===== src/rtl/typedefs.sv =====
// Shared CPU type definitions: IR opcode encoding and the controller state set.
package typedefs;

  typedef enum logic [2:0] {
    HLT = 3'd0,
    SKZ = 3'd1,
    ADD = 3'd2,
    AND = 3'd3,
    XOR = 3'd4,
    LDA = 3'd5,
    STO = 3'd6,
    JMP = 3'd7
  } opcode_t;

  typedef enum logic [3:0] {
    INST_ADDR,
    INST_FETCH,
    INST_LOAD,
    IDLE,
    OP_ADDR,
    OP_FETCH,
    ALU_OP,
    STORE,
    HALTED
  } ctrl_state_t;

  // Opcodes whose result lands in the accumulator via the ALU.
  function automatic logic is_aluop(input opcode_t op);
    return (op == ADD) || (op == AND) || (op == XOR) || (op == LDA);
  endfunction

endpackage


===== src/rtl/cpu_controller.sv =====
// VeriRISC instruction sequencer: 8-phase cycle, decodes opcode/zero into strobes.
// Optional retired-instruction counter enabled by defining CTRL_INSTR_CNT_EN.
module cpu_controller
  import typedefs::*;
#(
  parameter int unsigned CNT_WIDTH = 16
) (
  input  logic    clk,
  input  logic    rst,
  input  opcode_t opcode,
  input  logic    zero,
  output logic    sel,
  output logic    rd,
  output logic    ld_ir,
  output logic    inc_pc,
  output logic    halt,
  output logic    ld_pc,
  output logic    data_e,
  output logic    ld_ac,
  output logic    wr
`ifdef CTRL_INSTR_CNT_EN
  ,
  output logic [CNT_WIDTH-1:0] instr_count
`endif
);

  ctrl_state_t state;
  logic        aluop;

  if (CNT_WIDTH < 1) begin : g_bad_cnt_width
    $error("cpu_controller: CNT_WIDTH must be at least 1");
  end

  always_ff @(posedge clk) begin
    if (rst) begin
      state <= INST_ADDR;
    end else begin
      case (state)
        INST_ADDR:  state <= INST_FETCH;
        INST_FETCH: state <= INST_LOAD;
        INST_LOAD:  state <= IDLE;
        IDLE:       state <= OP_ADDR;
        OP_ADDR:    state <= (opcode == HLT) ? HALTED : OP_FETCH;
        OP_FETCH:   state <= ALU_OP;
        ALU_OP:     state <= STORE;
        STORE:      state <= INST_ADDR;
        HALTED:     state <= HALTED;
        default:    state <= INST_ADDR;
      endcase
    end
  end

`ifdef CTRL_INSTR_CNT_EN
  // HLT never reaches STORE, so it is never counted and the count freezes.
  always_ff @(posedge clk) begin
    if (rst) begin
      instr_count <= '0;
    end else if (state == STORE) begin
      instr_count <= instr_count + 1'b1;
    end
  end
`endif

  assign aluop = is_aluop(opcode);

  // Strobes follow the current state directly so they line up with the datapath phase.
  always_comb begin
    sel    = 1'b0;
    rd     = 1'b0;
    ld_ir  = 1'b0;
    inc_pc = 1'b0;
    halt   = 1'b0;
    ld_pc  = 1'b0;
    data_e = 1'b0;
    ld_ac  = 1'b0;
    wr     = 1'b0;
    case (state)
      INST_ADDR: sel = 1'b1;
      INST_FETCH: begin
        sel = 1'b1;
        rd  = 1'b1;
      end
      INST_LOAD, IDLE: begin
        sel   = 1'b1;
        rd    = 1'b1;
        ld_ir = 1'b1;
      end
      OP_ADDR: begin
        inc_pc = 1'b1;
        halt   = (opcode == HLT);
      end
      OP_FETCH: rd = aluop;
      ALU_OP: begin
        rd     = aluop;
        inc_pc = (opcode == SKZ) && zero;
        ld_pc  = (opcode == JMP);
        data_e = (opcode == STO);
      end
      STORE: begin
        rd     = aluop;
        ld_ac  = aluop;
        ld_pc  = (opcode == JMP);
        data_e = (opcode == STO);
        wr     = (opcode == STO);
      end
      HALTED: halt = 1'b1;
      default: ;
    endcase
  end

  a_wr_needs_data_e: assert property (@(posedge clk) disable iff (rst) wr |-> data_e);
  a_pc_exclusive:    assert property (@(posedge clk) disable iff (rst) !(ld_pc && inc_pc));
  a_rd_wr_exclusive: assert property (@(posedge clk) disable iff (rst) !(rd && wr));

endmodule


===== config.mk =====
export PLATFORM = sky130hd
export DESIGN_NAME = cpu_controller
export DESIGN_NICKNAME = d
export VERILOG_FILES = /design/src/rtl/typedefs.sv /design/src/rtl/cpu_controller.sv
export SDC_FILE = /design/constraint.sdc
export NUM_CORES = 1
export LEC_CHECK = 0
export BUFFER_PORTS_ARGS = -buffer_cell sky130_fd_sc_hd__buf_4
export CAP_MARGIN = 20
export CORE_AREA = 2 2 39 41
export CTS_BUF_LIST = sky130_fd_sc_hd__clkbuf_4 sky130_fd_sc_hd__clkbuf_8 sky130_fd_sc_hd__clkbuf_16
export DETAILED_ROUTE_END_ITERATION = 16
export DIE_AREA = 0 0 41 43
export PLACE_DENSITY = 0.53
export SLEW_MARGIN = 10
export SYNTH_ARGS = -nofsm -noshare
export SYNTH_HDL_FRONTEND = slang
export SYNTH_SLANG_ARGS = --single-unit

===== constraint.sdc =====
create_clock -name clk -period 1 [get_ports clk]
set_clock_uncertainty 0.05 [all_clocks]
set_input_delay 0.05 -clock clk [delete_from_list [all_inputs] [get_ports clk]]
set_output_delay 0.05 -clock clk [all_outputs]
set_load 0.05 [all_outputs]

==> results by group <==
Logic synthesis
  – Synth area leaders: dfxtp_1, nor3_1, xnor2_1, o311ai_2, buf_2
  – Syn_nets: 42
  – Ys async rst share: 0%
  – Flops & latches, synth: 4
  – Mapped Cells: 36
  – Most frequent cells after synthesis: dfxtp_1, nor2_1, nor3_1, buf_2
  – Synth warn: 0
  – Sequential area share after synthesis: between 20% and 30%
  – Post-Syn Area per Cell: slightly above 8 µm²
  – Post-Syn Area: between 200 and 300 µm²
  – Top FF cell, synth: dfxtp_1
  – Synth unique cells: 21
  – Cell taking the most area after synthesis: dfxtp_1
  – Area share of the largest cell type after synthesis: between 20% and 30%
  – Post-synth EDFFs: 0

STA
  – Slack of the critical path: -0.389 ns
  – Setup TNS: -3.01 ns
  – Slew Viols, Final: 0
  – Max Freq: around 0.7 GHz
  – RSZ-0062 raised after global routing: yes
  – Final Hold Fails: 0
  – Final setup violation count: 13
  – Slew @ Worst Pin: roughly 0.33 ns
  – Tcrit/Tclk final: 139%
  – Slew Limit Headroom: between 70% and 80%
  – Fin crit period: 1.39 ns

Worst setup path
  – Buf/Inv on CP: 1
  – Worst-case reg-to-reg path depth: 4
  – Type of origin of the critical path: flip-flop
  – Worst R2R Start: state[1]
  – Critical path type: flip-flop to primary output
  – Slowest CP cell: dfxtp_2
  – Cell family with most CP delay: simple AND/OR/NAND/NOR gates
  – WP data arrival: roughly 1.3 ns
  – CP cell instances: and3b_1 -> and4b_4 -> and2_4 -> buf_8
  – Crit-path max FO: 3
  – Critical R2R Capture: state[0]
  – Slowest cell delay on critical path: roughly 0.32 ns
  – CP endpoint kind: primary output
  – Reg2reg setup slack: -0.07 ns
  – Critical Path RT: 0.90 ns

Pwr
  – Power Density: 965 nW/µm²
  – Worst vdd ir: roughly 0.61 mV
  – Leakage power: between 0.0003 and 0.0004 µW

Placed design
  – Placed wire-length estimate: between 700 and 800 µm
  – Placed Area: 593 µm²
  – Gpl congestion: ~0.67
  – I/O Buffers: 14

Route
  – 1st-pass router iterations: 4
  – Met3 WL: 23 µm
  – Initial DRC count: 2
  – Drt wl/cell: roughly 11 µm
  – Final WL: a little under 1 mm
  – Highest routed layer: met3
  – WL met1: approximately 430 µm
  – Via Count: around 400
  – DR vias/cell: 4.59
  – Met2 WL: 511 µm
  – Post-DRT Antenna Nets: 0
  – DRC Markers: 0

Floorplanning
  – # IOs: 15
  – Die Y: 43 µm
  – Area of the die: 1760 µm²
  – Core footprint: 1380 µm²
  – Row count: 14
  – Initial core utilization: 21.2%
  – Die Wd: around 41 µm

Status
  – Failing checks: setup timing
  – Outcome: finished, violations left

Finish
  – Nets: 78
  – Final instance area: between 700 and 800 µm²
  – Most flops, register: state
  – Share of cells above drive strength 1: between 80% and 90%
  – Largest register FFs: 4
  – Antenna fix cells: 0
  – Biggest regs: state x4
  – P&R area growth vs syn: 160%
  – Final core occ: a little under three fifths

GRT
  – Overall Global Routing Usage: a little over an eighth
  – Vias in the first global route: 408
  – Largest net degree at the start of global routing: 7
  – First-pass GRT wire length: about 1.6 mm
  – Initial antenna violation count: 0
  – GRT overflow: 0

Clock network
  – Clock Path Buffers: 2
  – CTS tree: built
  – CTS sink count: 4
  – Clock Tree Root: clkbuf_4
  – Total CTS buffers: 3
  – H-tree levels: 1
  – Worst-path clk slew: roughly 0.040 ns
  – Clock latency at the later pin of the worst-skew pair: roughly 0.23 ns

Min path
  – HP Class: primary input to flip-flop
  – Hold Crit Depth: 3
  – Worst Hold Path EP: state[0]
  – Hold Path Origin: opcode[0]

Job
  – Max-cap viol count: 0
tightest hold or removal path, stage by stage:
cell and delay, ns:
buf_4 0.09, or3_4 0.13, o31a_1 0.13
how the worst max path moves through the flow:
stage                         from   end  slack [ns]  cells past startpoint
after detailed placement  state[3]    wr       -0.18                      4
after CTS                 state[3]  halt       -0.39                      5
after floorplan           state[3]    wr       -0.38                      4
final                     state[3]    wr       -0.39                      4
after global routing      state[3]  halt       -0.46                      4
after global placement    state[3]    wr       -0.16                      4
final cells by class:
class	instances	area, µm²
fill	132	622
timing repair buffer	35	340
multi-input combinational	27	288
sequential	4	87.6
clock buffer	3	22.5
tap	16	20.0
inverter	1	3.75
logic make-up (layout without fill, tap and decap cells):
family,count (synthesis),after routing,synth area share [%]
XOR/XNOR,2,2,5.98
multiplexers,1,1,3.42
AO/OA/AOI/OAI,5,5,16.7
AND/OR/NAND/NOR,19,19,38.5
buffers and inverters,5,39,8.12
flip-flops,4,4,27.4
through the flow:
step / worst slack [ns] / hold WS [ns] / std cells / total power, µW
6_report: -0.389 / 0.152 / 86 / 736
4_1_cts: -0.390 / 0.130 / 85 / 716
2_1_floorplan: -0.381 / 0.0767 / 36 / 349
3_3_place_gp: -0.162 / 0.196 / 79 / 457
5_1_grt: -0.461 / 0.158 / 86 / 784
3_5_place_dp: -0.177 / 0.197 / 79 / 458
cell usage in the layout, fill, tap and decap left out, drive strengths merged:
master / Yosys / layout
nand2: 1 / 1
o31a: 1 / 1
nor4: 2 / 2
and4: 1 / 1
inv: 1 / 1
nor3: 4 / 4
a211oi: 1 / 1
nand3: 2 / 2
clkbuf: 1 / 3
or3: 1 / 1
buf: 3 / 34
and2: 2 / 2
dlygate4sd3: 0 / 1
nor2: 4 / 4
dfxtp: 4 / 4
and3b: 1 / 1
xnor2: 2 / 2
o311ai: 1 / 1
a2111oi: 1 / 1
a21o: 1 / 1
mux2i: 1 / 1
and4b: 1 / 1
what timing repair did:
action                                  in CTS  in global routing
pin swaps                                    2                  7
endpoints found under the setup margin      13                 13
buffers inserted                             2                  2
hold buffers                                 1                  0
gates resized for setup                     19                 12
endpoints found under the hold margin        3                  0
power breakdown:
group	total, µW	leakage (µW)	switching [µW]	internal, µW
Combinational	351	0.000273	168	183
Clock	200	0.0000138	65.8	134
Sequential	184	0.0000347	12.0	172
Total	736	0.000322	246	489
routing by layer:
layer / vias up / GRT usage, %
li1: 200 / -
met1: 187 / 16.7
met2: 8 / 20.3
met3: 0 / 2.09
met4: 0 / 10.0
met5: - / 0
(Power assumes the default switching activity.)
